## config.mk

```make
export PLATFORM = sky130hd
export DESIGN_NAME = uart_fifo_drain_ctrl
export DESIGN_NICKNAME = d
export VERILOG_FILES = /design/src/rtl/uart_fifo_pkg.sv /design/src/rtl/uart_busy_timer.sv /design/src/rtl/uart_fifo_drain_ctrl.sv
export SDC_FILE = /design/constraint.sdc
export NUM_CORES = 1
export LEC_CHECK = 0
export BUFFER_PORTS_ARGS = -buffer_cell sky130_fd_sc_hd__buf_2
export CAP_MARGIN = 15
export CELL_PAD_IN_SITES_DETAIL_PLACEMENT = 0
export CELL_PAD_IN_SITES_GLOBAL_PLACEMENT = 1
export CORE_MARGIN = 4
export CORE_UTILIZATION = 47
export CTS_BUF_LIST = sky130_fd_sc_hd__clkbuf_2 sky130_fd_sc_hd__clkbuf_4 sky130_fd_sc_hd__clkbuf_8
export DETAILED_ROUTE_END_ITERATION = 8
export HOLD_SLACK_MARGIN = 0.05
export PLACE_DENSITY_LB_ADDON = 0.08
export SLEW_MARGIN = 20
export SYNTH_ARGS = -nofsm -noshare
export SYNTH_HDL_FRONTEND = slang
export SYNTH_HIERARCHICAL = 1
export SYNTH_SLANG_ARGS = --single-unit
```

## constraint.sdc

```tcl
create_clock -name clk_50 -period 6.5 [get_ports clk_50]
set_input_delay 0.975 -clock clk_50 [delete_from_list [all_inputs] [get_ports clk_50]]
set_output_delay 0.975 -clock clk_50 [all_outputs]
set_load 0.02 [all_outputs]
```

## src/rtl/uart_fifo_pkg.sv

```systemverilog
// Shared definitions for the FIFO-to-UART drain sequencer: FSM encoding and default
// frame/separator settings.
package uart_fifo_pkg;

   typedef enum logic [2:0] {
      IDLE    = 3'd0,
      WAIT_Q  = 3'd1,
      LOAD    = 3'd2,
      WAIT_HI = 3'd3,
      WAIT_LO = 3'd4
   } drain_state_e;

   localparam logic [7:0]  DEFAULT_SEP_BYTE        = 8'h0A;
   localparam int unsigned DEFAULT_BYTES_PER_FRAME = 4;
   localparam int unsigned DEFAULT_BUSY_TIMEOUT    = 64;

endpackage

```

## src/rtl/uart_busy_timer.sv

```systemverilog
// Watchdog for the transmitter handshake: restarted by each load strobe, raises expired
// so that the sequencer can flag a timeout exactly TIMEOUT clocks after the strobe.
module uart_busy_timer #(
   parameter int unsigned TIMEOUT = 64
) (
   input  logic clk_50,
   input  logic clr,
   input  logic load_i,
   output logic expired_o
);

   // The FSM registers the error one clock after expired, so expiry fires at TIMEOUT-1.
   localparam logic [15:0] LAST = 16'(TIMEOUT - 1);

   logic [15:0] cnt_q, cnt_d;

   always_comb begin
      cnt_d = cnt_q;
      if (load_i) begin
         cnt_d = 16'd1;
      end else if ((cnt_q != 16'd0) && (cnt_q != LAST)) begin
         cnt_d = cnt_q + 16'd1;
      end
   end

   always_ff @(posedge clk_50) begin
      if (clr) begin
         cnt_q <= 16'd0;
      end else begin
         cnt_q <= cnt_d;
      end
   end

   assign expired_o = (cnt_q == LAST);

endmodule

```

## src/rtl/uart_fifo_drain_ctrl.sv

```systemverilog
// Sequencer that pops bytes from the sample FIFO, hands each one to the UART transmitter,
// waits out its busy window and optionally appends a separator after every frame.
module uart_fifo_drain_ctrl
   import uart_fifo_pkg::*;
#(
   parameter int unsigned RD_LATENCY      = 1,
   parameter int unsigned BYTES_PER_FRAME = DEFAULT_BYTES_PER_FRAME,
   parameter bit          SEP_EN          = 1'b1,
   parameter logic [7:0]  SEP_BYTE        = DEFAULT_SEP_BYTE,
   parameter int unsigned BUSY_TIMEOUT    = DEFAULT_BUSY_TIMEOUT
) (
   input  logic        clk_50,
   input  logic        clr,
   input  logic        enable,
   input  logic        fifo_rdempty,
   input  logic [7:0]  fifo_q,
   output logic        fifo_rdreq,
   input  logic        tx_busy,
   output logic [7:0]  tx_data,
   output logic        tx_wr_en,
   output logic        active,
   output logic [15:0] sent_count,
   output logic        err_timeout
);

   localparam logic [1:0] LAT_LAST   = 2'(RD_LATENCY);
   localparam logic [7:0] FRAME_LAST = 8'(BYTES_PER_FRAME - 1);

   drain_state_e state_q, state_d;
   logic         rdreq_q, rdreq_d;
   logic         wr_en_q, wr_en_d;
   logic [7:0]   tx_data_q, tx_data_d;
   logic         active_q, active_d;
   logic [15:0]  sent_count_q, sent_count_d;
   logic         err_q, err_d;
   logic [7:0]   frame_cnt_q, frame_cnt_d;
   logic         sep_pending_q, sep_pending_d;
   logic         is_sep_q, is_sep_d;
   logic [1:0]   lat_cnt_q, lat_cnt_d;
   logic         timer_expired;

   uart_busy_timer #(
      .TIMEOUT (BUSY_TIMEOUT)
   ) u_busy_timer (
      .clk_50    (clk_50),
      .clr       (clr),
      .load_i    (wr_en_q),
      .expired_o (timer_expired)
   );

   // NOTE: every variable gets its hold value first, so no path through the case infers a latch.
   always_comb begin
      state_d       = state_q;
      rdreq_d       = 1'b0;
      wr_en_d       = 1'b0;
      tx_data_d     = tx_data_q;
      sent_count_d  = sent_count_q;
      err_d         = err_q;
      frame_cnt_d   = frame_cnt_q;
      sep_pending_d = sep_pending_q;
      is_sep_d      = is_sep_q;
      lat_cnt_d     = lat_cnt_q;

      unique case (state_q)
         IDLE: begin
            if (sep_pending_q && enable) begin
               tx_data_d = SEP_BYTE;
               is_sep_d  = 1'b1;
               wr_en_d   = !tx_busy;
               state_d   = LOAD;
            end else if (enable && !fifo_rdempty) begin
               rdreq_d   = 1'b1;
               lat_cnt_d = 2'd0;
               state_d   = WAIT_Q;
            end
         end
         WAIT_Q: begin
            // Capturing and arming the strobe on the same edge gives rdreq-to-wr_en = RD_LATENCY+1.
            if (lat_cnt_q == LAT_LAST) begin
               tx_data_d = fifo_q;
               is_sep_d  = 1'b0;
               wr_en_d   = !tx_busy;
               state_d   = LOAD;
            end else begin
               lat_cnt_d = lat_cnt_q + 2'd1;
            end
         end
         LOAD: begin
            if (wr_en_q) begin
               state_d = WAIT_HI;
            end else if (!tx_busy) begin
               wr_en_d = 1'b1;
            end
         end
         WAIT_HI: begin
            if (tx_busy) begin
               state_d = WAIT_LO;
            end else if (timer_expired) begin
               err_d   = 1'b1;
               state_d = IDLE;
            end
         end
         WAIT_LO: begin
            if (!tx_busy) begin
               state_d = IDLE;
               if (is_sep_q) begin
                  sep_pending_d = 1'b0;
               end else begin
                  sent_count_d = sent_count_q + 16'd1;
                  if (frame_cnt_q == FRAME_LAST) begin
                     frame_cnt_d   = 8'd0;
                     sep_pending_d = SEP_EN;
                  end else begin
                     frame_cnt_d = frame_cnt_q + 8'd1;
                  end
               end
            end
         end
         default: state_d = IDLE;
      endcase

      active_d = (state_d != IDLE);
   end

   // NOTE: state is updated with non-blocking assignments so every flop samples pre-edge values.
   always_ff @(posedge clk_50) begin
      if (clr) begin
         state_q       <= IDLE;
         rdreq_q       <= 1'b0;
         wr_en_q       <= 1'b0;
         tx_data_q     <= 8'h00;
         active_q      <= 1'b0;
         sent_count_q  <= 16'h0000;
         err_q         <= 1'b0;
         frame_cnt_q   <= 8'd0;
         sep_pending_q <= 1'b0;
         is_sep_q      <= 1'b0;
         lat_cnt_q     <= 2'd0;
      end else begin
         state_q       <= state_d;
         rdreq_q       <= rdreq_d;
         wr_en_q       <= wr_en_d;
         tx_data_q     <= tx_data_d;
         active_q      <= active_d;
         sent_count_q  <= sent_count_d;
         err_q         <= err_d;
         frame_cnt_q   <= frame_cnt_d;
         sep_pending_q <= sep_pending_d;
         is_sep_q      <= is_sep_d;
         lat_cnt_q     <= lat_cnt_d;
      end
   end

   assign fifo_rdreq  = rdreq_q;
   assign tx_wr_en    = wr_en_q;
   assign tx_data     = tx_data_q;
   assign active      = active_q;
   assign sent_count  = sent_count_q;
   assign err_timeout = err_q;

endmodule

```

Word level (Yosys, flattened, before mapping)
Index checks and enable logic that the tools add are counted.

Register bits after elaboration: 59. Bits in latches: 0. RAM bits: 0. ROM bits: 0. Word-level logic and storage cells: 80. Memories: 0.

Add/subtract/negate cells: 4. $mul: 0. Divide/modulo/power cells: 0. Order comparisons: 0. Equality and inequality tests: 13. Shift operators: 0. Muxes and demuxes: 29. Bitwise operators: 3. Reduce and logical (&&, ||, !) cells: 18.

Operator list (number): $add A16 B1 Y16 const B (2); $mux W8 (3); $mux W3 (7); $eq A16 B6 Y1 const B (1); $ne A16 B6 Y1 const B (1); $pmux W8 S2 (1); $reduce_bool A16 Y1 (1); $pmux W3 S5 (1); $reduce_and A3 Y1 (4); $mux W1 (11); $ne A2 B2 Y1 const B (5); $add A8 B1 Y8 const B (1); $eq A8 B2 Y1 const B (1); $eq A3 B2 Y1 const B (2); $mux W2 (3); $reduce_bool A2 Y1 (3); $pmux W2 S2 (1); $reduce_and A4 Y1 (1); $eq A3 B1 Y1 const B (1); $eq A3 B3 Y1 const B (1); $logic_and A1 B1 Y1 (3); $logic_not A3 Y1 (1); $not A1 Y1 (3); $pmux W1 S3 (1); other kinds (7) (8).

Depth between registers and ports, before layout
Depth in word-level cells: 6. Depth in mapped cells: 8. Depth with buffers taken out: 7.

Modules after synthesis
Netlist, hierarchy kept.

By module, submodules not included: uart_fifo_drain_ctrl (times used 1, cells each 230, area each 1941.9 um^2, sequential area each 860.8 um^2); uart_busy_timer (times used 1, cells each 116, area each 937.1 um^2, sequential area each 320.3 um^2).

Worst setup path before layout
Ideal clock, no wire load.

Kind: in2reg. Start: input tx_busy. End: register sent_count_q[15], in the netlist sent_count[15]. Library setup time: 71 ps. Arrival time: 2479 ps. Data required time: 6429 ps. Setup slack: 3951 ps. Stages on the path: 5. Cell sequence: or4b_1 -> buf_6 -> or2_4 -> or4_1 -> a21oi_1.

Longest elaborated chain between the ends: 2.

Ends and longest elaborated chain: start: declaration (line uart_fifo_drain_ctrl.sv:18) `input logic tx_busy,`; $not A1 Y1 (no source line); $reduce_and A3 Y1 (no source line); end signal: assignment (line uart_fifo_drain_ctrl.sv:145) `sent_count_q <= sent_count_d;`; end: declaration (line uart_fifo_drain_ctrl.sv:34) `logic [15:0] sent_count_q, sent_count_d;`.

Every way passes these cells. A chain may end at the register's enable or synchronous reset.

Final worst setup path
Start: register u_busy_timer.cnt_q[6]. End: register active_q, in the netlist active.

Longest elaborated chain between the ends: 5.

Ends and longest elaborated chain: start: declaration (line uart_busy_timer.sv:15) `logic [15:0] cnt_q, cnt_d;`; start signal: assignment (line uart_busy_timer.sv:30) `cnt_q <= cnt_d;`; $eq A16 B6 Y1 (line uart_busy_timer.sv:34) `assign expired_o = (cnt_q == LAST);`; named net timer_expired (line uart_fifo_drain_ctrl.sv:40) `logic timer_expired;`; $mux W3 (line uart_fifo_drain_ctrl.sv:98) `end else if (timer_expired) begin`; $mux W3 (line uart_fifo_drain_ctrl.sv:96) `if (tx_busy) begin`; $pmux W3 S5 (line uart_fifo_drain_ctrl.sv:64) `unique case (state_q)`; $reduce_bool A3 Y1 (line uart_fifo_drain_ctrl.sv:122) `active_d = (state_d != IDLE);`; end signal: assignment (line uart_fifo_drain_ctrl.sv:144) `active_q <= active_d;`; end: declaration (line uart_fifo_drain_ctrl.sv:33) `logic active_q, active_d;`.

The timed path passes the listed nets, and every way through them passes these cells.

==> parameters.txt <==
Parameter                              Value

Flow run
  # Max-Cap Violations ... 0

Yosys
  Library cell occupying the most area in the post-synthesis netlist ... sky130_fd_sc_hd__dfxtp_1
  Top-count cell post-synth ... sky130_fd_sc_hd__dfxtp_1
  Number of synthesis warnings ... 6
  Mapped Nets ... 364
  Flip-flop and latch count after synthesis ... 59
  Simple-Gate Fraction of Synth Area ... 33.7%
  Post-synthesis share of cell area spent on full adders, half adders and majority gates ... 2.17%
  Sequential share of the synthesized area ... 41.0%
  Yosys cell types ... 51
  Area share of the largest cell type after synthesis ... 41.0%
  Fraction of the mapped netlist area in compound gates ... 11.0%
  Post-Syn Instances ... 346
  Syn avg cell area ... 8.32 sq um
  Leading register cell type out of synthesis ... sky130_fd_sc_hd__dfxtp_1
  Number of flops mapped to enable cells by yosys ... 0
  Post-synthesis share of cell area spent on xor and xnor gates ... 7.91%
  Synth top cells by count ... sky130_fd_sc_hd__dfxtp_1, sky130_fd_sc_hd__nor2_1, sky130_fd_sc_hd__xnor2_1
  Dominant combinational cell family by area after synthesis ... simple AND/OR/NAND/NOR gates
  Share of synthesized area spent on multiplexers ... 0.348%
  Cells taking the most area after synthesis ... sky130_fd_sc_hd__dfxtp_1, sky130_fd_sc_hd__xnor2_1, sky130_fd_sc_hd__nor2_1
  Ys async rst share ... 0%
  Syn Std Cell Area ... 2880 sq um

Outcome
  Run status ... finished clean

Setup path
  Crit-path most repeated cell ... sky130_fd_sc_hd__o21ai_0
  Type of element capturing the critical path ... flip-flop
  Cell-by-cell trace of the critical path ... nor4_2 -> and3_1 -> nor3b_1 -> o21ai_0 -> o21ai_0 -> a2111oi_0 -> or3_1
  Arr. time, crit path ... 2.89 ns
  Critical path's largest stage delay ... 0.70 ns
  Worst Setup Path Type ... flip-flop to flip-flop
  Slowest cell on the critical path ... sky130_fd_sc_hd__nor4_2
  Maximum net fanout on the critical path ... 10
  Data required time of the worst path ... 6.70 ns
  Critical path startpoint category ... flip-flop

STA
  Max_slew headroom ... 41.7%
  Worst hold slack across all endpoints ... 0.452 ns
  Final slew viol count ... 0
  Hold Fails Final Rpt ... 0
  Max Fclk ... 0.372 GHz
  Slew of the pin with the lowest slew margin ... 0.862 ns
  Aggregate negative setup slack ... 0 ns
  Number of failing setup endpoints in the final timing report ... 0
  Crit path time final ... 2.68 ns
  Worst setup skew after layout ... 0.00597 ns
  Setup repair after global routing missed its margin ... no
  Post-route clock period utilization ... 41.3%

Drt
  Via count normalized by instance count ... 5.62
  Detailed-routing wirelength on met1 ... 3140 um
  1st-iter DRT viols ... 81
  ANT nets after route ... 0
  Vias ... 2578
  Highest signal layer in the routed design ... met4
  Met3 wire len ... 237 um
  Wire length after detailed routing ... 6330 um
  Number of detailed-routing iterations run before antenna repair ... 4
  Met2 wire length ... 2860 um
  Remaining DRCs ... 0
  Routed wirelength normalized by instance count ... 13.8 um

CTS
  CTS clk-pin slew, worst paths ... 0.06 ns
  Cells resized by post-CTS repair ... 0
  Buffer cell driving the clock tree root ... sky130_fd_sc_hd__clkbuf_8
  TritonCTS Buffers ... 9
  Clock Latency Late Sink ... 0.33 ns
  Total number of clock tree sinks ... 59
  Hold-fix buffers, CTS ... 0
  Clk buf depth ... 2
  Level count of the clock H-tree ... 3
  Setup Fix Bufs, Post-CTS ... 0
  TritonCTS clock tree ... done

Cells and area
  Final Core Density ... 55.9%
  NumNets Final ... 399
  Layout cells sized above 1 ... 17.2%
  Area growth from synthesis to layout ... 14.9%
  Diode insertion count for antenna repair ... 0

Global route
  First-pass GRT wire length ... 10800 um
  Largest net degree at the start of global routing ... 41
  Gr usage total ... 18.0%
  Final global-route overflow total ... 0
  Initial antenna violation count ... 0
  Via count of the first global-routing pass ... 2415

Power and ir drop
  Power density over the cells ... 246 nW/um^2
  Post-layout total power ... 813 uW
  Peak supply drop ... 172 uV
  Leakage power ... 0.00120 uW

Die
  Initial core utilization ... 48.6%
  Area inside the core boundary ... 5920 sq um
  Height of the die ... 86.3 um
  Die Wd ... 86.3 um
  Top-level port count ... 41
  Floorplan row count ... 28
  Overall die area ... 7440 sq um

Placement
  Gpl congestion ... 0.753
  Detail Placement HPWL ... 4290 um
  Count of buffers inserted at the top-level ports ... 40

Min path
  Worst min-delay path category ... flip-flop to flip-flop
==> critical path: cells and delay by family (launching register included) <==
kind	cells	cell delay, ns
AND/OR/NAND/NOR	4	1.83
AO/OA/AOI/OAI	3	0.38
flip-flops	1	0.37
==> per-layer routing <==
| metal | vias up | GRT usage, % |
|---|---|---|
| li1 | 1329 | - |
| met1 | 1198 | 23.5 |
| met2 | 46 | 28.3 |
| met3 | 5 | 3.52 |
| met4 | 0 | 9.07 |
| met5 | - | 0 |
==> area by class of cell <==
type                            instances  area (sq um)
Tap cell                               75          93.8
Clock buffer                           11           139
Inverter                               11          41.3
Clock inverter                          3          65.1
Multi-Input combinational cell        260          1590
Fill cell                             565          2610
Timing Repair Buffer                   40           200
Sequential cell                        59          1180
==> logic make-up after synthesis <==
group	after synthesis
AO/OA/AOI/OAI	49
XOR/XNOR	26
adder cells (fa/ha/maj)	5
buffers and inverters	27
flip-flops	59
multiplexers	1
AND/OR/NAND/NOR	179
==> report_power, final <==
part | internal, uW | switching (uW)
Sequential | 370 | 12.9
Combinational | 32.9 | 42.7
Clock | 220 | 135
==> registers in the layout, summed over array words and instances, names as in the netlist <==
name and count:
state_q 3, err_timeout 1, active 1, sep_pending_q 1, lat_cnt_q 2, u_busy_timer/cnt_q 16
tx_wr_en 1, frame_cnt_q 8, sent_count 16, is_sep_q 1, tx_data 8, fifo_rdreq 1
==> path summary, 6_finish.rpt <==
kind                               from    endpoint  slack (ns)  cells past startpoint
setup / recovery  u_busy_timer/cnt_q[6]      active        3.82                      7
setup reg to reg  u_busy_timer/cnt_q[6]      active        3.82                      7
hold reg to reg              tx_data[5]  tx_data[5]        0.45                      2
hold / removal               tx_data[5]  tx_data[5]        0.45                      2
==> placed cells by master, fill, tap and decap left out, types with 2 or more instances in the layout <==
| master | netlist | layout |
|---|---|---|
| sky130_fd_sc_hd__xnor2_1 | 25 | 25 |
| sky130_fd_sc_hd__and3_1 | 6 | 6 |
| sky130_fd_sc_hd__a21oi_1 | 18 | 18 |
| sky130_fd_sc_hd__nor3_1 | 17 | 17 |
| sky130_fd_sc_hd__a31oi_1 | 2 | 2 |
| sky130_fd_sc_hd__a21o_1 | 3 | 3 |
| sky130_fd_sc_hd__nor4_2 | 2 | 2 |
| sky130_fd_sc_hd__or4_1 | 4 | 4 |
| sky130_fd_sc_hd__clkbuf_8 | 0 | 9 |
| sky130_fd_sc_hd__nand3b_1 | 2 | 2 |
| sky130_fd_sc_hd__a22oi_1 | 2 | 2 |
| sky130_fd_sc_hd__nor4_1 | 14 | 14 |
| sky130_fd_sc_hd__buf_2 | 1 | 40 |
| sky130_fd_sc_hd__bufinv_16 | 0 | 2 |
| sky130_fd_sc_hd__inv_1 | 11 | 11 |
| sky130_fd_sc_hd__nand4_1 | 15 | 15 |
| sky130_fd_sc_hd__a211o_1 | 2 | 2 |
| sky130_fd_sc_hd__clkbuf_4 | 0 | 2 |
| sky130_fd_sc_hd__nand2_1 | 23 | 23 |
| sky130_fd_sc_hd__nor3b_1 | 5 | 5 |
| sky130_fd_sc_hd__and3b_1 | 3 | 3 |
| sky130_fd_sc_hd__nor2_1 | 48 | 48 |
| sky130_fd_sc_hd__a211oi_1 | 3 | 3 |
| sky130_fd_sc_hd__or3_1 | 8 | 8 |
| sky130_fd_sc_hd__o21ai_0 | 10 | 10 |
| sky130_fd_sc_hd__ha_1 | 5 | 5 |
| sky130_fd_sc_hd__nand3_1 | 17 | 17 |
| sky130_fd_sc_hd__dfxtp_1 | 59 | 59 |
| sky130_fd_sc_hd__nor4b_1 | 2 | 2 |
| sky130_fd_sc_hd__or4b_2 | 2 | 2 |
==> per-stage QoR <==
stage / setup slack [ns] / cell area (sq um) / instances
3_3_place_gp: 3.51 / 3100 / 445
3_5_place_dp: 3.49 / 3100 / 445
2_1_floorplan: 3.95 / 2880 / 346
6_report: 3.82 / 3310 / 459
4_1_cts: 3.80 / 3310 / 459
5_1_grt: 3.60 / 3310 / 459
Note: power is estimated with default switching activity, not from simulation.
